**config.mk**
```make
export PLATFORM = sky130hd
export DESIGN_NAME = ifu_prefetch_queue_flat
export DESIGN_NICKNAME = d
export VERILOG_FILES = /design/src/rtl/ifu_pkg.sv /design/src/rtl/ifu_prefetch_queue_if.sv /design/src/rtl/ifu_sync_fifo.sv /design/src/rtl/ifu_prefetch_queue.sv /design/src/flat_wrapper.sv
export SDC_FILE = /design/constraint.sdc
export NUM_CORES = 1
export LEC_CHECK = 0
export CORE_AREA = 2 2 216 218
export CTS_CLUSTER_DIAMETER = 200
export CTS_CLUSTER_SIZE = 10
export DETAILED_ROUTE_END_ITERATION = 8
export DIE_AREA = 0 0 218 220
export DONT_BUFFER_PORTS = 1
export PLACE_DENSITY_LB_ADDON = 0.12
export SYNTH_ARGS = -nofsm -noshare
export SYNTH_HDL_FRONTEND = slang
export SYNTH_SLANG_ARGS = --single-unit
```
**constraint.sdc**
```tcl
create_clock -name clk -period 4.2 [get_ports clk]
set_input_delay 0.84 -clock clk [delete_from_list [all_inputs] [get_ports clk]]
set_output_delay 0.84 -clock clk [all_outputs]
set_load 0.02 [all_outputs]
```
**src/rtl/ifu_pkg.sv**
```systemverilog
// Shared types and defaults for the instruction fetch unit prefetch queue.
package ifu_pkg;

    localparam int unsigned DEF_ADDR_W  = 32;
    localparam int unsigned DEF_INSTR_W = 32;
    localparam int unsigned DEF_DEPTH   = 4;
    localparam int unsigned PC_STEP     = DEF_INSTR_W / 8;

    // Queue payload; layout follows the package default widths.
    typedef struct packed {
        logic [DEF_ADDR_W-1:0]  pc;
        logic [DEF_INSTR_W-1:0] instr;
    } fetch_entry_t;

    // Saturating increment for the optional performance counters.
    function automatic logic [31:0] sat_inc(logic [31:0] v, logic en);
        return (en && (v != '1)) ? v + 32'd1 : v;
    endfunction

endpackage

```
**src/rtl/ifu_prefetch_queue_if.sv**
```systemverilog
// Memory request/response and decode-side handshake bundle for the fetch unit.
interface ifu_prefetch_queue_if
    import ifu_pkg::*;
#(
    parameter int unsigned ADDR_W  = DEF_ADDR_W,
    parameter int unsigned INSTR_W = DEF_INSTR_W
);
    logic               mem_req_valid;
    logic               mem_req_ready;
    logic [ADDR_W-1:0]  mem_req_addr;
    logic               mem_rsp_valid;
    logic [INSTR_W-1:0] mem_rsp_data;
    logic               dec_valid;
    logic               dec_ready;
    logic [ADDR_W-1:0]  dec_pc;
    logic [INSTR_W-1:0] dec_instr;

    modport master (
        output mem_req_valid, mem_req_addr, dec_valid, dec_pc, dec_instr,
        input  mem_req_ready, mem_rsp_valid, mem_rsp_data, dec_ready
    );

    modport slave (
        input  mem_req_valid, mem_req_addr, dec_valid, dec_pc, dec_instr,
        output mem_req_ready, mem_rsp_valid, mem_rsp_data, dec_ready
    );
endinterface

```
**src/rtl/ifu_sync_fifo.sv**
```systemverilog
// Synchronous FIFO with clear; push while full is accepted when a pop happens the same cycle.
module ifu_sync_fifo #(
    parameter int unsigned WIDTH = 64,
    parameter int unsigned DEPTH = 4
) (
    input  logic                   clk,
    input  logic                   reset,
    input  logic                   clear,
    input  logic                   push,
    input  logic [WIDTH-1:0]       push_data,
    input  logic                   pop,
    output logic [WIDTH-1:0]       pop_data,
    output logic [$clog2(DEPTH):0] count
);
    localparam int unsigned PTR_W = $clog2(DEPTH);
    localparam int unsigned CNT_W = PTR_W + 1;

    logic [WIDTH-1:0] mem [DEPTH];
    logic [PTR_W-1:0] wr_ptr;
    logic [PTR_W-1:0] rd_ptr;
    logic             do_push;
    logic             do_pop;

    assign do_pop   = pop & (count != '0);
    assign do_push  = push & ((count != CNT_W'(DEPTH)) | do_pop);
    assign pop_data = mem[rd_ptr];

    always_ff @(posedge clk or posedge reset) begin
        if (reset) begin
            wr_ptr <= '0;
            rd_ptr <= '0;
            count  <= '0;
        end else if (clear) begin
            wr_ptr <= '0;
            rd_ptr <= '0;
            count  <= '0;
        end else begin
            if (do_push) wr_ptr <= wr_ptr + PTR_W'(1);
            if (do_pop)  rd_ptr <= rd_ptr + PTR_W'(1);
            count <= count + CNT_W'(do_push) - CNT_W'(do_pop);
        end
    end

    // Storage carries no reset; occupancy alone defines validity.
    always_ff @(posedge clk) begin
        if (do_push) mem[wr_ptr] <= push_data;
    end
endmodule

```
**src/rtl/ifu_prefetch_queue.sv**
```systemverilog
// Sequential instruction prefetcher with credit-limited requests, redirect flush and
// in-flight response dropping. Optional counters enabled by IFU_PERF_CNT_EN.
module ifu_prefetch_queue
    import ifu_pkg::*;
#(
    parameter int unsigned      ADDR_W   = DEF_ADDR_W,
    parameter int unsigned      INSTR_W  = DEF_INSTR_W,
    parameter int unsigned      DEPTH    = DEF_DEPTH,
    parameter logic [ADDR_W-1:0] RESET_PC = '0
) (
    input  logic                   clk,
    input  logic                   reset,
    input  logic                   run_flag,
    input  logic                   redirect_valid,
    input  logic [ADDR_W-1:0]      redirect_pc,
    output logic                   if_id_flush,
    output logic                   misaligned,
    output logic [$clog2(DEPTH):0] queue_count,
`ifdef IFU_PERF_CNT_EN
    output logic [31:0]            perf_fetched,
    output logic [31:0]            perf_dropped,
    output logic [31:0]            perf_stall,
`endif
    ifu_prefetch_queue_if.master   bus
);
    localparam int unsigned CNT_W  = $clog2(DEPTH) + 1;
    localparam int unsigned SUM_W  = CNT_W + 1;
    localparam int unsigned DROP_W = CNT_W + 4;
    localparam int unsigned STEP   = INSTR_W / 8;
    localparam int unsigned OFS_W  = $clog2(STEP);

    logic [ADDR_W-1:0] pc;
    logic [DROP_W-1:0] drop;
    logic [CNT_W-1:0]  q_count;
    logic [CNT_W-1:0]  outstanding;
    logic [ADDR_W-1:0] tag_pc;
    fetch_entry_t      q_in;
    fetch_entry_t      q_out;
    logic              has_credit;
    logic              req_fire;
    logic              rsp_take;
    logic              deq;

    // Queue plus in-flight requests never exceed DEPTH, so a response always has a slot.
    assign has_credit        = (SUM_W'(q_count) + SUM_W'(outstanding)) < SUM_W'(DEPTH);
    assign bus.mem_req_valid = run_flag & ~redirect_valid & has_credit;
    assign bus.mem_req_addr  = pc;
    assign req_fire          = bus.mem_req_valid & bus.mem_req_ready;
    assign rsp_take          = bus.mem_rsp_valid & ~redirect_valid & (drop == '0);
    assign deq               = bus.dec_valid & bus.dec_ready & ~redirect_valid;
    assign q_in              = '{pc: tag_pc, instr: bus.mem_rsp_data};

    assign bus.dec_valid = (q_count != '0);
    assign bus.dec_pc    = bus.dec_valid ? q_out.pc : '0;
    assign bus.dec_instr = bus.dec_valid ? q_out.instr : '0;
    assign queue_count   = q_count;

    // Tag FIFO occupancy doubles as the outstanding-request count.
    ifu_sync_fifo #(.WIDTH(ADDR_W), .DEPTH(DEPTH)) u_tag_fifo (
        .clk      (clk),
        .reset    (reset),
        .clear    (redirect_valid),
        .push     (req_fire),
        .push_data(pc),
        .pop      (rsp_take),
        .pop_data (tag_pc),
        .count    (outstanding)
    );

    ifu_sync_fifo #(.WIDTH($bits(fetch_entry_t)), .DEPTH(DEPTH)) u_queue (
        .clk      (clk),
        .reset    (reset),
        .clear    (redirect_valid),
        .push     (rsp_take),
        .push_data(q_in),
        .pop      (deq),
        .pop_data (q_out),
        .count    (q_count)
    );

    // On redirect every still-expected response (dropped or tagged) becomes a drop,
    // less the one arriving this cycle.
    always_ff @(posedge clk or posedge reset) begin
        if (reset) begin
            pc          <= RESET_PC;
            drop        <= '0;
            if_id_flush <= 1'b0;
            misaligned  <= 1'b0;
        end else begin
            if_id_flush <= redirect_valid;
            misaligned  <= redirect_valid & (|redirect_pc[OFS_W-1:0]);
            if (redirect_valid) begin
                pc   <= {redirect_pc[ADDR_W-1:OFS_W], OFS_W'(0)};
                drop <= drop + DROP_W'(outstanding) - DROP_W'(bus.mem_rsp_valid);
            end else begin
                if (req_fire) pc <= pc + ADDR_W'(STEP);
                if (bus.mem_rsp_valid && (drop != '0)) drop <= drop - DROP_W'(1);
            end
        end
    end

`ifdef IFU_PERF_CNT_EN
    logic rsp_discard;
    assign rsp_discard = bus.mem_rsp_valid & ~rsp_take;

    always_ff @(posedge clk or posedge reset) begin
        if (reset) begin
            perf_fetched <= '0;
            perf_dropped <= '0;
            perf_stall   <= '0;
        end else begin
            perf_fetched <= sat_inc(perf_fetched, rsp_take);
            perf_dropped <= sat_inc(perf_dropped, rsp_discard);
            perf_stall   <= sat_inc(perf_stall, bus.dec_valid & ~bus.dec_ready);
        end
    end
`endif
endmodule
```
**src/flat_wrapper.sv**
```systemverilog
// flat-port wrapper written by rule: the top's interface ports become plain ports
module ifu_prefetch_queue_flat import ifu_pkg::*;
#(
    parameter int unsigned      ADDR_W   = DEF_ADDR_W,
    parameter int unsigned      INSTR_W  = DEF_INSTR_W,
    parameter int unsigned      DEPTH    = DEF_DEPTH,
    parameter logic [ADDR_W-1:0] RESET_PC = '0
)
  (clk, reset, run_flag, redirect_valid, redirect_pc, if_id_flush, misaligned, queue_count, bus_mem_req_valid, bus_mem_req_addr, bus_dec_valid, bus_dec_pc, bus_dec_instr, bus_mem_req_ready, bus_mem_rsp_valid, bus_mem_rsp_data, bus_dec_ready);
  ifu_prefetch_queue_if #(.ADDR_W(ADDR_W), .INSTR_W(INSTR_W)) bus_i ();
  input  logic clk;
  input  logic reset;
  input  logic run_flag;
  input  logic redirect_valid;
  input  logic [ADDR_W-1:0] redirect_pc;
  output logic if_id_flush;
  output logic misaligned;
  output logic [$clog2(DEPTH):0] queue_count;
  output wire logic [$bits(bus_i.mem_req_valid)-1:0] bus_mem_req_valid;
  output wire logic [$bits(bus_i.mem_req_addr)-1:0] bus_mem_req_addr;
  output wire logic [$bits(bus_i.dec_valid)-1:0] bus_dec_valid;
  output wire logic [$bits(bus_i.dec_pc)-1:0] bus_dec_pc;
  output wire logic [$bits(bus_i.dec_instr)-1:0] bus_dec_instr;
  input wire logic [$bits(bus_i.mem_req_ready)-1:0] bus_mem_req_ready;
  input wire logic [$bits(bus_i.mem_rsp_valid)-1:0] bus_mem_rsp_valid;
  input wire logic [$bits(bus_i.mem_rsp_data)-1:0] bus_mem_rsp_data;
  input wire logic [$bits(bus_i.dec_ready)-1:0] bus_dec_ready;
  assign bus_mem_req_valid = bus_i.mem_req_valid;
  assign bus_mem_req_addr = bus_i.mem_req_addr;
  assign bus_dec_valid = bus_i.dec_valid;
  assign bus_dec_pc = bus_i.dec_pc;
  assign bus_dec_instr = bus_i.dec_instr;
  assign bus_i.mem_req_ready = bus_mem_req_ready;
  assign bus_i.mem_rsp_valid = bus_mem_rsp_valid;
  assign bus_i.mem_rsp_data = bus_mem_rsp_data;
  assign bus_i.dec_ready = bus_dec_ready;
  ifu_prefetch_queue #(.ADDR_W(ADDR_W), .INSTR_W(INSTR_W), .DEPTH(DEPTH), .RESET_PC(RESET_PC)) u_core (.clk(clk), .reset(reset), .run_flag(run_flag), .redirect_valid(redirect_valid), .redirect_pc(redirect_pc), .if_id_flush(if_id_flush), .misaligned(misaligned), .queue_count(queue_count), .bus(bus_i));
endmodule
```
---- Word level (Yosys, flattened, before mapping) ----
Memory sizes are Yosys's and may differ from the RTL's.
Cells that the tools add are included.
word-level totals
  logic and storage cells ................. 75
  register bits ........................... 55
  output and inout bits ................... 103
  input bits .............................. 71
  memory bits (writable) .................. 384
  memories kept ........................... 2
cells by class
  $lt $le $gt $ge ......................... 1
  reductions and logical operators ........ 12
  bitwise gates (word level) .............. 15
  equality and inequality tests ........... 2
  mux-type cells .......................... 20
  add/sub/neg operators ................... 13
memories
  memory                 words  width  rd ports  clocked after Yosys merged registers in  wr ports  line                 source
  u_core.u_queue.mem     4      64     1         0                                        1         ifu_sync_fifo.sv:18  logic [WIDTH-1:0] mem [DEPTH];
  u_core.u_tag_fifo.mem  4      32     1         0                                        1         ifu_sync_fifo.sv:18
operator list
  kind                     number
  $mux W32                 4
  $add A32 B3 Y32 const B  1
  $mux W2                  8
  $mux W7                  2
  $and A1 B1 Y1            12
  $reduce_bool A2 Y1       6
  $add A2 B1 Y2 const B    4
  $add A7 B3 Y7            1
  $logic_not A7 Y1         1
  $reduce_bool A7 Y1       1
  $sub A7 B1 Y7            1
  $sub A7 B1 Y7 const B    1
  $add A3 B1 Y3            2
  $mux W3                  2
  $ne A3 B3 Y1 const B     2
  $reduce_bool A3 Y1       2
  $sub A3 B1 Y3            2
  $add A3 B3 Y4            1
  $lt A4 B3 Y1 const B     1
  $mux W1                  4
  $or A1 B1 Y1             2
  $reduce_or A2 Y1         1
  $logic_and A1 B1 Y1      1
  $not A1 Y1               1

---- Longest topological paths before layout ----
Gate-level depths: netlist of run 1.
  depth after elaboration ................. 9
  mapped depth ............................ 13
  mapped depth without buffers ............ 13

---- By module ----
From an unflattened synthesis of run 1, not the netlist that was laid out.
unflattened totals
  cell total of the unflattened synthesis .. 973
  area, all modules ....................... 17,863.4 sq um
by module, submodules not included
  module                             area an instance (sq um)  times used  cells each
  ifu_sync_fifo (u_core.u_queue)     9,668.0                   1           378
  ifu_sync_fifo (u_core.u_tag_fifo)  5,066.1                   1           212
  ifu_prefetch_queue                 3,129.3                   1           383

---- Worst setup path before layout of run 1 ----
Ideal clock, no wire load.
  path type ............................... input to register
  start point ............................. input port redirect_valid
  end point ............................... memory u_core.u_queue.mem[0][0], enable pin
  arrival ................................. 3.071 ns
  stages on the path ...................... 5
  slack ................................... 0.703 ns
  required time ........................... 3.774 ns
  path through ............................ buf_2 nor2b_1 nand3_1 nor2_1 and2_1
on the way
  cells in the longest elaborated chain, start to end .. 7
  elaborated cells on any way between the ends .. 9
  classes of those cells .................. mux (2); bitwise (7)
ends and longest elaborated chain
  what                             line                                                source
  start, declared                  flat_wrapper.sv:14                                  input logic redirect_valid;
  $not A1 Y1 *                     ifu_prefetch_queue.sv:49, ifu_prefetch_queue.sv:50
  $and A1 B1 Y1                    ifu_prefetch_queue.sv:50                            assign deq = bus.dec_valid & bus.dec_ready & ~redirect_valid;
  $and A1 B1 Y1                    ifu_sync_fifo.sv:24                                 assign do_pop = pop & (count != '0);
  $or A1 B1 Y1                     ifu_sync_fifo.sv:25                                 assign do_push = push & ((count != CNT_W'(DEPTH)) | do_pop);
  $and A1 B1 Y1 *                  ifu_sync_fifo.sv:25
  $mux W1 *                        ifu_sync_fifo.sv:46                                 if (do_push) mem[wr_ptr] <= push_data;
  $mux W1 (implied by the code) *  ifu_sync_fifo.sv:46
  end, declared                    ifu_sync_fifo.sv:18
Mark *: on every way between the ends. The rest lies on a longest branch, timed or not.

---- Worst setup path in the final report of run 1 ----
  start point ............................. register u_core.u_queue.count[2]
  end point ............................... output port bus_dec_pc[14]
on the way
  cells in the longest elaborated chain, start to end .. 2
ends and longest elaborated chain
  what                    line                      source
  start, declared         ifu_sync_fifo.sv:13       output logic [$clog2(DEPTH):0] count
  start signal, assigned  ifu_sync_fifo.sv:40       count <= count + CNT_W'(do_push) - CNT_W'(do_pop);
  $reduce_bool A3 Y1      ifu_prefetch_queue.sv:53  assign bus.dec_valid = (q_count != '0);
  $mux W32                ifu_prefetch_queue.sv:54  assign bus.dec_pc = bus.dec_valid ? q_out.pc : '0;
  end, declared           flat_wrapper.sv:22        output wire logic [$bits(bus_i.dec_pc)-1:0] bus_dec_pc;
No other way between the ends.

==> results of run 1 <==
[sequential cells by signal (all words and copies together) (netlist names)]
name                      flops
u_core.u_queue.mem          248
u_core.u_tag_fifo.mem       120
u_core.bus.mem_req_addr      30
u_core.drop                   7
u_core.u_queue.count          3
u_core.u_tag_fifo.count       3
u_core.u_queue.rd_ptr         2
u_core.u_queue.wr_ptr         2
u_core.u_tag_fifo.rd_ptr      2
u_core.u_tag_fifo.wr_ptr      2
u_core.if_id_flush            1
u_core.misaligned             1
[synth_stat cells, types with 2 or more instances]
master / number
a21o_1: 3
a21oi_1: 4
a221o_1: 2
a31oi_1: 4
a32oi_1: 2
and2_1: 71
and3_1: 3
and4_1: 3
buf_1: 6
buf_2: 12
buf_4: 6
clkbuf_1: 20
dfrtp_1: 53
edfxtp_1: 368
fa_1: 3
ha_1: 29
inv_1: 31
mux2i_1: 9
mux4_2: 92
nand2_1: 55
nand3_1: 23
nand4_1: 6
nand4_2: 2
nor2_1: 24
nor2b_1: 7
nor3_1: 7
nor3_2: 3
nor4b_1: 2
o211ai_1: 16
o21ai_0: 19
o311ai_0: 12
o311ai_1: 2
o31ai_1: 2
xnor2_1: 12
xor2_1: 8
[stage by stage]
stage                     area [um^2]  instances
after global routing            19300       1597
after floorplan                 17170        941
final                           19300       1597
after global placement          17990       1528
after detailed placement        17990       1528
after CTS                       19300       1597
[layout by cell type, fill, tap and decap left out, types with 23 or more instances in the layout]
cell type and n:
ha_1 29, nand3_1 23, edfxtp_1 368, inv_1 30
clkbuf_16 49, nand2_1 55, dfrtp_1 49, mux4_2 92
and2_1 67, nor2_1 24
[per-layer routing]
| layer | share of wire [%] | vias up | track usage (%) |
|---|---|---|---|
| li1 | - | 3745 | - |
| met4 | 1.9 | 0 | 4.127 |
| met3 | 5.9 | 46 | 4.762 |
| met2 | 47 | 190 | 25.05 |
| met1 | 45 | 4323 | 21.63 |
| met5 | 0 | - | 0 |
[worst paths after layout]
path	cells past startpoint	to	slack, ns
min in group clk	0	u_core.if_id_flush$_DFF_PP0_	0.30
hold / removal	1	u_core.bus.mem_req_addr[18]$_DFFE_PP0N_	0.27
max in group asynchronous	2	u_core.u_queue.rd_ptr[1]$_DFFE_PP0P_	3.09
hold reg to reg	1	u_core.u_tag_fifo.wr_ptr[0]$_DFFE_PP0P_	0.54
setup / recovery	3	bus_dec_pc[14]	0.82
setup reg to reg	13	u_core.u_tag_fifo.count[2]$_DFF_PP0_	0.99
[cells by family after synthesis]
group           count (synthesis)
flops                         421
mux                           101
buf+inv                        75
compound gates                 74
xor+xnor                       20
fa+ha+maj                      32
simple gates                  214
other cells                     1
[power by group through the flow]
stage          sequential, mW  clock (mW)  combinational, mW
5_1_grt                  4.97        3.92               2.20
3_5_place_dp             5.04           0               2.04
4_1_cts                  4.95        3.77               2.04
2_1_floorplan            4.95           0               1.61
6_report                 4.95        3.64               1.97
3_3_place_gp             5.03           0               2.03
[critical path, delay by kind of cell (launching register included)]
family	cells	cell delay (ns)
simple gates	2	1.12
buf+inv	1	0.36
flops	1	0.49
[cell type report]
| class | instances | share of cell area [%] |
|---|---|---|
| clock buffer | 68 | 6.723 |
| clock inverter | 1 | 0.04538 |
| inverter | 31 | 0.6029 |
| multi-input combinational | 445 | 23.25 |
| sequential | 421 | 64.18 |
| tap | 607 | 3.935 |
| timing repair buffer | 24 | 1.258 |
==> impl_metrics.xml, run 1 <==
<?xml version="1.0" encoding="UTF-8"?>
<metrics>
  <group name="cells_and_area">
    <metric name="fraction_of_final_layout_cells_with_drive_strength_greater_than_1" unit="%">18.79</metric>
    <metric name="finalNetCount" unit="">1074</metric>
    <metric name="syn_to_final_growth" unit="%">12.46</metric>
    <metric name="final-seq-area" unit="um^2">12390</metric>
    <metric name="finalCoreUtilization" unit="%">42.08</metric>
    <metric name="multiInputGateArea" unit="um^2">4488</metric>
    <metric name="fillCellCount" unit="">4136</metric>
    <metric name="diodes" unit="">0</metric>
  </group>
  <group name="clock_network">
    <metric name="cts-buffers-inserted" unit="">48</metric>
    <metric name="post_cts_hold_buffer_count" unit="">0</metric>
    <metric name="cts_tree" unit="">done</metric>
    <metric name="post-cts-setup-buffers" unit="">0</metric>
    <metric name="worstSkewPairLatency" unit="ns">0.57</metric>
    <metric name="post_cts_resize_count" unit="">0</metric>
    <metric name="cts.htree.levels" unit="">2</metric>
    <metric name="cts.path.max_buffers" unit="">3</metric>
    <metric name="cts.reportedPaths.clkPinSlew" unit="ns">0.06</metric>
    <metric name="clock_tree.root_cell" unit="">clkbuf_16</metric>
    <metric name="cts_sinks" unit="">421</metric>
  </group>
  <group name="route">
    <metric name="drc_violations" unit="">0</metric>
    <metric name="route.antenna.remaining_nets" unit="">0</metric>
    <metric name="drt-wirelength-per-cell" unit="um">23.37</metric>
    <metric name="first_pass_iters" unit="">4</metric>
    <metric name="vias_per_cell" unit="">5.200</metric>
    <metric name="totalWireLength" unit="um">37330</metric>
    <metric name="iteration_0_drc_markers" unit="">512</metric>
    <metric name="via_count_of_the_routed_design" unit="">8304</metric>
  </group>
  <group name="synthesis">
    <metric name="syn_area" unit="um^2">17160</metric>
    <metric name="yosysTopAreaCellShare" unit="%">64.39</metric>
    <metric name="largest_family_of_logic_cells_by_synthesized_area" unit="">multiplexers</metric>
    <metric name="yosysWarnings" unit="">0</metric>
    <metric name="synth_register_bits" unit="">421</metric>
    <metric name="synth_cells" unit="">938</metric>
    <metric name="yosysSeqAreaShare" unit="%">72.12</metric>
    <metric name="synth-edff-count" unit="">368</metric>
    <metric name="synthArstFlopShare" unit="%">12.59</metric>
    <metric name="synth_xor_xnor_area_share" unit="%">1.021</metric>
    <metric name="yosys-mux-area-fraction" unit="%">12.60</metric>
    <metric name="netlist-cell-type-count" unit="">52</metric>
    <metric name="yosys_most_used_dff" unit="">edfxtp_1</metric>
    <metric name="synth_compound_area_share" unit="%">3.069</metric>
    <metric name="post_synth_and_or_nand_nor_area_fraction" unit="%">6.846</metric>
    <metric name="synth_area_leader_cell" unit="">edfxtp_1</metric>
    <metric name="postSynthAreaPerCell" unit="um^2">18.30</metric>
    <metric name="post_synth_fa_ha_maj_area_fraction" unit="%">2.464</metric>
    <metric name="synth_top_cells_by_area" unit="">edfxtp_1 (64%), mux4_2 (12%), dfrtp_1 (7.7%)</metric>
  </group>
  <group name="critical_path">
    <metric name="critical_path.reg2reg.startpoint" unit="">u_core.drop[4]$_DFFE_PP0P_</metric>
    <metric name="crit_fanout" unit="">25</metric>
    <metric name="critPathCaptureType" unit="">primary output</metric>
    <metric name="cp_data_required_time" unit="ns">3.36</metric>
    <metric name="crit_slowest_cell" unit="">or3_2</metric>
    <metric name="cp_slowest_stage_delay" unit="ns">0.85</metric>
    <metric name="timing.critical_path.cells" unit="">or3_2 -&gt; buf_4 -&gt; and2_1</metric>
    <metric name="critPathKind" unit="">reg -&gt; out</metric>
    <metric name="worstSetupStartpoint" unit="">u_core.u_queue.count[2]$_DFF_PP0_</metric>
    <metric name="cp-start-kind" unit="">flop</metric>
    <metric name="timing.critical_path.arrival" unit="ns">2.54</metric>
  </group>
  <group name="sta">
    <metric name="unrepaired_setup_endpoints_after_global_routing" unit="">false</metric>
    <metric name="final.min_clock_period" unit="ns">3.376</metric>
    <metric name="finalHoldWorstSlack" unit="ns">0.2731</metric>
    <metric name="fmax" unit="MHz">296.2</metric>
    <metric name="timing_worst_slew_pin_value" unit="ns">0.9808</metric>
    <metric name="slew_violations" unit="">0</metric>
    <metric name="setup-violations-final" unit="">0</metric>
    <metric name="relSlewSlack" unit="%">34.37</metric>
    <metric name="totalNegativeSetupSlack" unit="ns">0</metric>
    <metric name="finalWorstSetupSlack" unit="ns">0.8237</metric>
    <metric name="post-route-period-util" unit="%">80.39</metric>
    <metric name="final_hold_violation_count" unit="">0</metric>
    <metric name="finalClockSkew" unit="ns">0.01831</metric>
  </group>
  <group name="placement">
    <metric name="dpl_worst_slack" unit="ns">0.9159</metric>
    <metric name="globalplace.congestion" unit="">0.7303</metric>
    <metric name="dpl.hpwl" unit="um">23140</metric>
    <metric name="port_buffers" unit="">0</metric>
  </group>
  <group name="power">
    <metric name="p_sw" unit="mW">2.981</metric>
    <metric name="leakage" unit="nW">6.305</metric>
    <metric name="cellPowerDensity" unit="nW/um^2">546.7</metric>
    <metric name="share_seq_of_total_power" unit="%">46.9</metric>
    <metric name="clockPowerShare" unit="%">34.5</metric>
    <metric name="vdd.ir_drop.worst" unit="V">0.0003249</metric>
    <metric name="switching_share" unit="%">28.25</metric>
    <metric name="intPower" unit="mW">7.571</metric>
    <metric name="power.total" unit="mW">10.55</metric>
    <metric name="pwr-share-comb" unit="%">18.7</metric>
  </group>
  <group name="floorplan">
    <metric name="initial_utilization" unit="%">37.42</metric>
    <metric name="core-area" unit="um^2">45860</metric>
    <metric name="fp.dieW" unit="um">218</metric>
    <metric name="dieArea" unit="um^2">47960</metric>
    <metric name="pin_count" unit="">174</metric>
    <metric name="placementRows" unit="">79</metric>
    <metric name="die_h" unit="um">220</metric>
  </group>
  <group name="grt">
    <metric name="grt_pass1_vias" unit="">8788</metric>
    <metric name="grt_use_total" unit="%">15.91</metric>
    <metric name="globalRoute.totalOverflow" unit="">0</metric>
    <metric name="number_of_antenna_violations_at_the_first_check_in_global_routing" unit="">1</metric>
    <metric name="grt_pass1_wl" unit="um">56630</metric>
    <metric name="grt_max_degree" unit="">57</metric>
  </group>
  <group name="worst_hold_path">
    <metric name="worst_min_delay_path_class" unit="">in -&gt; async</metric>
  </group>
  <group name="flow_run">
    <metric name="cap_violations" unit="">0</metric>
  </group>
  <group name="run_status">
    <metric name="run_status" unit="">finished clean</metric>
  </group>
</metrics>
(Power assumes the default switching activity.)
==> run 2, diff against run 1 <==
clock period = 2.75 ns   (was 4.2 ns; I/O delays follow)
==> impl_metrics.xml, run 2 (synthesis gave the netlist of run 1 again) <==
<?xml version="1.0" encoding="UTF-8"?>
<metrics>
  <group name="route">
    <metric name="drt-wirelength-per-cell" unit="um">23.04</metric>
    <metric name="iteration_0_drc_markers" unit="">452</metric>
    <metric name="drc_violations" unit="">0</metric>
    <metric name="totalWireLength" unit="um">37950</metric>
    <metric name="vias_per_cell" unit="">5.177</metric>
    <metric name="route.antenna.remaining_nets" unit="">0</metric>
    <metric name="first_pass_iters" unit="">6</metric>
    <metric name="via_count_of_the_routed_design" unit="">8526</metric>
  </group>
  <group name="floorplan">
    <metric name="core-area" unit="um^2">45860</metric>
    <metric name="placementRows" unit="">79</metric>
    <metric name="initial_utilization" unit="%">37.42</metric>
    <metric name="dieArea" unit="um^2">47960</metric>
    <metric name="die_h" unit="um">220</metric>
    <metric name="pin_count" unit="">174</metric>
    <metric name="fp.dieW" unit="um">218</metric>
  </group>
  <group name="power">
    <metric name="power.total" unit="mW">16.90</metric>
    <metric name="leakage" unit="nW">6.687</metric>
    <metric name="vdd.ir_drop.worst" unit="V">0.0007279</metric>
    <metric name="cellPowerDensity" unit="nW/um^2">841.2</metric>
  </group>
  <group name="critical_path">
    <metric name="critPathKind" unit="">reg -&gt; out</metric>
    <metric name="crit_fanout" unit="">8</metric>
    <metric name="cp_slowest_stage_delay" unit="ns">0.56</metric>
    <metric name="critical_path.reg2reg.startpoint" unit="">u_core.u_tag_fifo.count[2]$_DFF_PP0_</metric>
    <metric name="crit_slowest_cell" unit="">mux4_2</metric>
    <metric name="timing.critical_path.cells" unit="">buf_12 -&gt; buf_12 -&gt; mux4_2 -&gt; and2_1</metric>
    <metric name="worstSetupPathDepth" unit="">4</metric>
    <metric name="reg2reg_setup_slack" unit="ns">0.18</metric>
    <metric name="regToRegEndpoint" unit="">u_core.u_tag_fifo.count[2]$_DFF_PP0_</metric>
    <metric name="critPathCaptureType" unit="">primary output</metric>
    <metric name="worst_path_most_repeated_cell" unit="">buf_12</metric>
    <metric name="cp_data_required_time" unit="ns">2.20</metric>
    <metric name="r2r_cells" unit="">12</metric>
    <metric name="timing.critical_path.arrival" unit="ns">2.13</metric>
    <metric name="critical_path_buf_inv_count" unit="">2</metric>
    <metric name="timing.critical_path.max_delay_family" unit="">multiplexers</metric>
    <metric name="cp-start-kind" unit="">flop</metric>
  </group>
  <group name="sta">
    <metric name="final.min_clock_period" unit="ns">2.682</metric>
    <metric name="totalNegativeSetupSlack" unit="ns">0</metric>
    <metric name="setup-violations-final" unit="">0</metric>
    <metric name="finalWorstSetupSlack" unit="ns">0.06761</metric>
    <metric name="post-route-period-util" unit="%">97.54</metric>
    <metric name="relSlewSlack" unit="%">50.34</metric>
    <metric name="fmax" unit="MHz">372.8</metric>
    <metric name="timing_worst_slew_pin_value" unit="ns">0.7438</metric>
    <metric name="slew_violations" unit="">0</metric>
    <metric name="unrepaired_setup_endpoints_after_global_routing" unit="">true</metric>
    <metric name="finalClockSkew" unit="ns">0.01630</metric>
    <metric name="final_hold_violation_count" unit="">0</metric>
  </group>
  <group name="clock_network">
    <metric name="cts-buffers-inserted" unit="">48</metric>
    <metric name="cts_tree" unit="">done</metric>
    <metric name="cts.reportedPaths.clkPinSlew" unit="ns">0.06</metric>
    <metric name="worstSkewPairLatency" unit="ns">0.57</metric>
    <metric name="clock_tree.root_cell" unit="">clkbuf_16</metric>
    <metric name="cts.path.max_buffers" unit="">3</metric>
    <metric name="cts_sinks" unit="">421</metric>
    <metric name="cts.htree.levels" unit="">2</metric>
  </group>
  <group name="cells_and_area">
    <metric name="syn_to_final_growth" unit="%">17.08</metric>
    <metric name="fraction_of_final_layout_cells_with_drive_strength_greater_than_1" unit="%">25.77</metric>
    <metric name="diodes" unit="">0</metric>
    <metric name="finalCoreUtilization" unit="%">43.81</metric>
    <metric name="finalNetCount" unit="">1121</metric>
    <metric name="multiInputGateArea" unit="um^2">4602</metric>
    <metric name="postLayoutCellArea" unit="um^2">20090</metric>
    <metric name="fillCellCount" unit="">4064</metric>
    <metric name="final-seq-area" unit="um^2">12390</metric>
    <metric name="largest_register" unit="">u_core.u_queue.mem</metric>
    <metric name="largest_register_ffs" unit="">248</metric>
    <metric name="mostFrequentLayoutCells" unit="">edfxtp_1 (368), mux4_2 (92), nand2_1 (55), clkbuf_16 (50), dfrtp_1 (50)</metric>
    <metric name="layout.cells.most_common" unit="">edfxtp_1</metric>
  </group>
  <group name="worst_hold_path">
    <metric name="worst_min_delay_path_class" unit="">in -&gt; reg</metric>
    <metric name="holdPathStages" unit="">1</metric>
    <metric name="hp-start" unit="">redirect_valid</metric>
    <metric name="hold_path_end" unit="">u_core.u_queue.count[0]$_DFF_PP0_</metric>
  </group>
  <group name="grt">
    <metric name="grt_pass1_wl" unit="um">57010</metric>
    <metric name="grt_pass1_vias" unit="">9048</metric>
    <metric name="grt_use_total" unit="%">16.12</metric>
    <metric name="number_of_antenna_violations_at_the_first_check_in_global_routing" unit="">0</metric>
    <metric name="grt_max_degree" unit="">51</metric>
    <metric name="globalRoute.totalOverflow" unit="">0</metric>
  </group>
  <group name="placement">
    <metric name="postPlaceCellArea" unit="um^2">18410</metric>
    <metric name="dpl.hpwl" unit="um">23230</metric>
    <metric name="globalplace.congestion" unit="">0.7262</metric>
    <metric name="port_buffers" unit="">0</metric>
    <metric name="dpl_worst_slack" unit="ns">0.005221</metric>
  </group>
  <group name="run_status">
    <metric name="run_status" unit="">finished clean</metric>
  </group>
  <group name="flow_run">
    <metric name="cap_violations" unit="">0</metric>
  </group>
</metrics>
[run 2: cell count changes in the layout (fill, tap and decap cells not counted), sizes merged]
cell	delta
clkinv	+1
clkbuf	+2
buf	+45
dlygate4sd3	+2
[run 2: what timing repair did]
action	4_1_cts	5_1_grt
endpoints found under the setup margin	63	34
pin swaps	1	1
resized for setup	73	8
endpoints found under the hold margin	36	0
setup buffers	8	0
hold buffers	2	0
gates cloned	5	0
[run 2: final cells by class]
cell class / count / share of cell area (%)
flip-flops and latches: 421 / 61.64
multi-input cells: 445 / 22.90
clock buffers: 70 / 6.601
repair buffers: 71 / 4.371
well taps: 607 / 3.780
inverters: 31 / 0.5791
clock inverters: 2 / 0.1245
[run 2: worst reg2reg max path: stages (launching register included)]
cell,delay (ns)
dfrtp_1,0.45
ha_1,0.34
nor3_4,0.16
nand4_2,0.15
a31oi_2,0.18
inv_1,0.06
ha_1,0.27
inv_1,0.06
ha_1,0.13
inv_1,0.05
fa_1,0.37
xnor2_1,0.18
nor2_1,0.05
[run 2: worst max path at each step]
stage	start	slack, ns	endpoint
2_1_floorplan	u_core.drop[4]$_DFFE_PP0P_	-0.02	u_core.u_queue.mem[0][0]$_DFFE_PP_
3_3_place_gp	u_core.drop[5]$_DFFE_PP0P_	0.04	u_core.u_tag_fifo.count[2]$_DFF_PP0_
3_5_place_dp	u_core.drop[5]$_DFFE_PP0P_	0.005	u_core.u_tag_fifo.count[2]$_DFF_PP0_
4_1_cts	u_core.u_queue.rd_ptr[0]$_DFFE_PP0P_	-0.008	bus_dec_pc[27]
5_1_grt	u_core.u_queue.rd_ptr[0]$_DFFE_PP0P_	-0.01	bus_dec_pc[16]
6_report	u_core.u_queue.rd_ptr[0]$_DFFE_PP0P_	0.07	bus_dec_pc[17]
[run 2: routing by layer]
layer,up-vias,track usage [%],part of all wire [%]
met5,-,0,0
li1,3854,-,-
met4,0,5.556,2.6
met1,4422,21.25,44
met3,52,4.086,5.6
met2,198,26.04,48
[run 2: stage by stage]
step | hold slack (ns) | instances
floorplan | 0.5029 | 941
global placement | 0.5091 | 1563
detailed placement | 0.5220 | 1563
CTS | 0.001551 | 1650
global route | 0.02358 | 1647
finish | 0.05451 | 1647
[run 2: report_power, final]
group / internal (mW) / switching [mW] / total (mW)
combinational: 1.67 / 2.17 / 3.84
sequential: 7.20 / 0.193 / 7.40
clock: 3.29 / 2.37 / 5.67
==> run 3, diff against run 2 <==
CAP_MARGIN = 25   (was unset)
CTS_CLUSTER_SIZE = unset   (was 10)
==> impl_metrics.xml, run 3 (synthesis gave the netlist of run 1 again) <==
<?xml version="1.0" encoding="UTF-8"?>
<metrics>
  <group name="run_status">
    <metric name="run_status" unit="">finished clean</metric>
  </group>
  <group name="placement">
    <metric name="globalplace.congestion" unit="">0.7262</metric>
    <metric name="port_buffers" unit="">0</metric>
    <metric name="dpl.hpwl" unit="um">23230</metric>
  </group>
  <group name="grt">
    <metric name="grt_max_degree" unit="">55</metric>
    <metric name="number_of_antenna_violations_at_the_first_check_in_global_routing" unit="">0</metric>
    <metric name="grt_use_total" unit="%">16.20</metric>
    <metric name="globalRoute.totalOverflow" unit="">0</metric>
    <metric name="grt_pass1_vias" unit="">9052</metric>
    <metric name="grt_pass1_wl" unit="um">57250</metric>
  </group>
  <group name="clock_network">
    <metric name="cts.htree.levels" unit="">2</metric>
    <metric name="cts_sinks" unit="">421</metric>
    <metric name="cts_tree" unit="">done</metric>
    <metric name="clock_tree.root_cell" unit="">clkbuf_16</metric>
    <metric name="worstSkewPairLatency" unit="ns">0.56</metric>
    <metric name="cts.path.max_buffers" unit="">3</metric>
    <metric name="cts.reportedPaths.clkPinSlew" unit="ns">0.06</metric>
    <metric name="cts-buffers-inserted" unit="">47</metric>
  </group>
  <group name="critical_path">
    <metric name="timing.critical_path.arrival" unit="ns">2.14</metric>
    <metric name="cp_slowest_stage_delay" unit="ns">0.54</metric>
    <metric name="crit_slowest_cell" unit="">mux4_2</metric>
    <metric name="critPathCaptureType" unit="">primary output</metric>
    <metric name="cp_data_required_time" unit="ns">2.20</metric>
    <metric name="critPathKind" unit="">reg -&gt; out</metric>
    <metric name="timing.critical_path.cells" unit="">buf_12 -&gt; buf_16 -&gt; mux4_2 -&gt; and2_1</metric>
    <metric name="crit_fanout" unit="">10</metric>
    <metric name="cp-start-kind" unit="">flop</metric>
  </group>
  <group name="cells_and_area">
    <metric name="finalNetCount" unit="">1119</metric>
    <metric name="syn_to_final_growth" unit="%">18.32</metric>
    <metric name="diodes" unit="">0</metric>
    <metric name="fillCellCount" unit="">4045</metric>
    <metric name="largest_register_ffs" unit="">248</metric>
    <metric name="layout.cells.most_common" unit="">edfxtp_1</metric>
    <metric name="largest_register" unit="">u_core.u_queue.mem</metric>
    <metric name="fraction_of_final_layout_cells_with_drive_strength_greater_than_1" unit="%">27.35</metric>
    <metric name="mostFrequentLayoutCells" unit="">edfxtp_1 (368), mux4_2 (92), nand2_1 (55), dfrtp_1 (50), clkbuf_16 (49)</metric>
    <metric name="finalCoreUtilization" unit="%">44.27</metric>
  </group>
  <group name="sta">
    <metric name="relSlewSlack" unit="%">50.79</metric>
    <metric name="totalNegativeSetupSlack" unit="ns">0</metric>
    <metric name="post-route-period-util" unit="%">97.86</metric>
    <metric name="setup-violations-final" unit="">0</metric>
    <metric name="fmax" unit="MHz">371.6</metric>
    <metric name="slew_violations" unit="">0</metric>
    <metric name="final.min_clock_period" unit="ns">2.691</metric>
    <metric name="finalClockSkew" unit="ns">0.01465</metric>
    <metric name="final_hold_violation_count" unit="">0</metric>
    <metric name="unrepaired_setup_endpoints_after_global_routing" unit="">true</metric>
    <metric name="timing_worst_slew_pin_value" unit="ns">0.7371</metric>
  </group>
  <group name="floorplan">
    <metric name="initial_utilization" unit="%">37.42</metric>
    <metric name="pin_count" unit="">174</metric>
    <metric name="die_h" unit="um">220</metric>
    <metric name="fp.dieW" unit="um">218</metric>
    <metric name="placementRows" unit="">79</metric>
    <metric name="dieArea" unit="um^2">47960</metric>
    <metric name="core-area" unit="um^2">45860</metric>
  </group>
  <group name="worst_hold_path">
    <metric name="worst_min_delay_path_class" unit="">in -&gt; reg</metric>
  </group>
  <group name="route">
    <metric name="vias_per_cell" unit="">5.120</metric>
    <metric name="via_count_of_the_routed_design" unit="">8500</metric>
    <metric name="drt-wirelength-per-cell" unit="um">22.97</metric>
    <metric name="route.antenna.remaining_nets" unit="">0</metric>
    <metric name="totalWireLength" unit="um">38130</metric>
    <metric name="iteration_0_drc_markers" unit="">496</metric>
    <metric name="drc_violations" unit="">0</metric>
    <metric name="first_pass_iters" unit="">5</metric>
  </group>
  <group name="flow_run">
    <metric name="cap_violations" unit="">0</metric>
  </group>
  <group name="power">
    <metric name="leakage" unit="nW">6.795</metric>
    <metric name="cellPowerDensity" unit="nW/um^2">868.6</metric>
    <metric name="vdd.ir_drop.worst" unit="V">0.0007291</metric>
  </group>
</metrics>
[run 3: cell count changes in the layout (fill, tap and decap cells not counted), moves of 2 or more]
| cell | change |
|---|---|
| and2_1 | -9 |
| bufinv_16 | +6 |
| clkinv_1 | +9 |
| clkbuf_1 | -7 |
| clkinvlp_4 | +2 |
| and2_4 | +8 |
| clkbuf_8 | +3 |
| clkinv_2 | +3 |
[run 3: stage by stage]
stage,std cells,hold slack (ns),worst slack (ns),cell area (um^2),power (mW)
finish,1660,0.06801,0.05892,20310,17.64
detailed placement,1563,0.5220,0.005221,18410,10.89
floorplan,941,0.5029,-0.01895,17180,10.02
global placement,1563,0.5091,0.04216,18410,10.85
global route,1660,0.01194,-0.02005,20310,18.51
CTS,1664,0.003629,-0.004664,20360,17.96
[run 3: final timing paths]
kind / slack, ns / start / cells past startpoint / endpoint
setup / recovery: 0.06 / u_core.u_queue.rd_ptr[0]$_DFFE_PP0P_ / 4 / bus_dec_pc[16]
hold / removal: 0.07 / redirect_valid / 1 / u_core.u_tag_fifo.count[0]$_DFF_PP0_
setup reg to reg: 0.19 / u_core.u_tag_fifo.count[2]$_DFF_PP0_ / 12 / u_core.u_tag_fifo.count[2]$_DFF_PP0_
hold reg to reg: 0.53 / u_core.u_tag_fifo.rd_ptr[0]$_DFFE_PP0P_ / 1 / u_core.u_tag_fifo.rd_ptr[0]$_DFFE_PP0P_
max in group asynchronous: 1.49 / reset / 3 / u_core.bus.mem_req_addr[29]$_DFFE_PP0N_
min in group asynchronous: 0.57 / reset / 2 / u_core.bus.mem_req_addr[5]$_DFFE_PP0N_
[run 3: area by class of cell]
type | instances | area (um^2) | area share (%)
Sequential cell | 421 | 12390 | 61.00
Multi-Input combinational cell | 445 | 4617 | 22.74
Clock buffer | 65 | 1316 | 6.482
Timing Repair Buffer | 70 | 858.3 | 4.227
Tap cell | 607 | 759.5 | 3.740
Clock inverter | 21 | 252.7 | 1.245
Inverter | 31 | 116.4 | 0.5731
[run 3: power breakdown]
part           internal (mW)  leakage [nW]  switching, mW
logic                   1.69          2.06           2.18
clock network           3.89         0.756           2.48
registers               7.20          3.98          0.193
[run 3: repair_timing]
item | in CTS | in global routing
hold buffers | 2 | 0
pin swaps | 1 | 0
gates cloned | 5 | 0
hold endpoints to repair | 32 | 0
setup buffers | 8 | 0
gates resized for setup | 64 | 34
endpoints found under the setup margin | 63 | 38
[run 3: critical path: cells and delay by family, from the launching register on]
kind	cells	cell delay, ns
and+or+nand+nor	1	0.25
muxes	1	0.54
buffers and inverters	2	0.35
DFF	1	0.41
[run 3: routing by layer]
metal | vias to the layer above | share of wire, % | global-route usage, %
li1 | 3855 | - | -
met3 | 55 | 6.5 | 4.748
met2 | 191 | 47 | 26.01
met1 | 4399 | 44 | 21.43
met5 | - | 0 | 0
met4 | 0 | 2.1 | 4.649
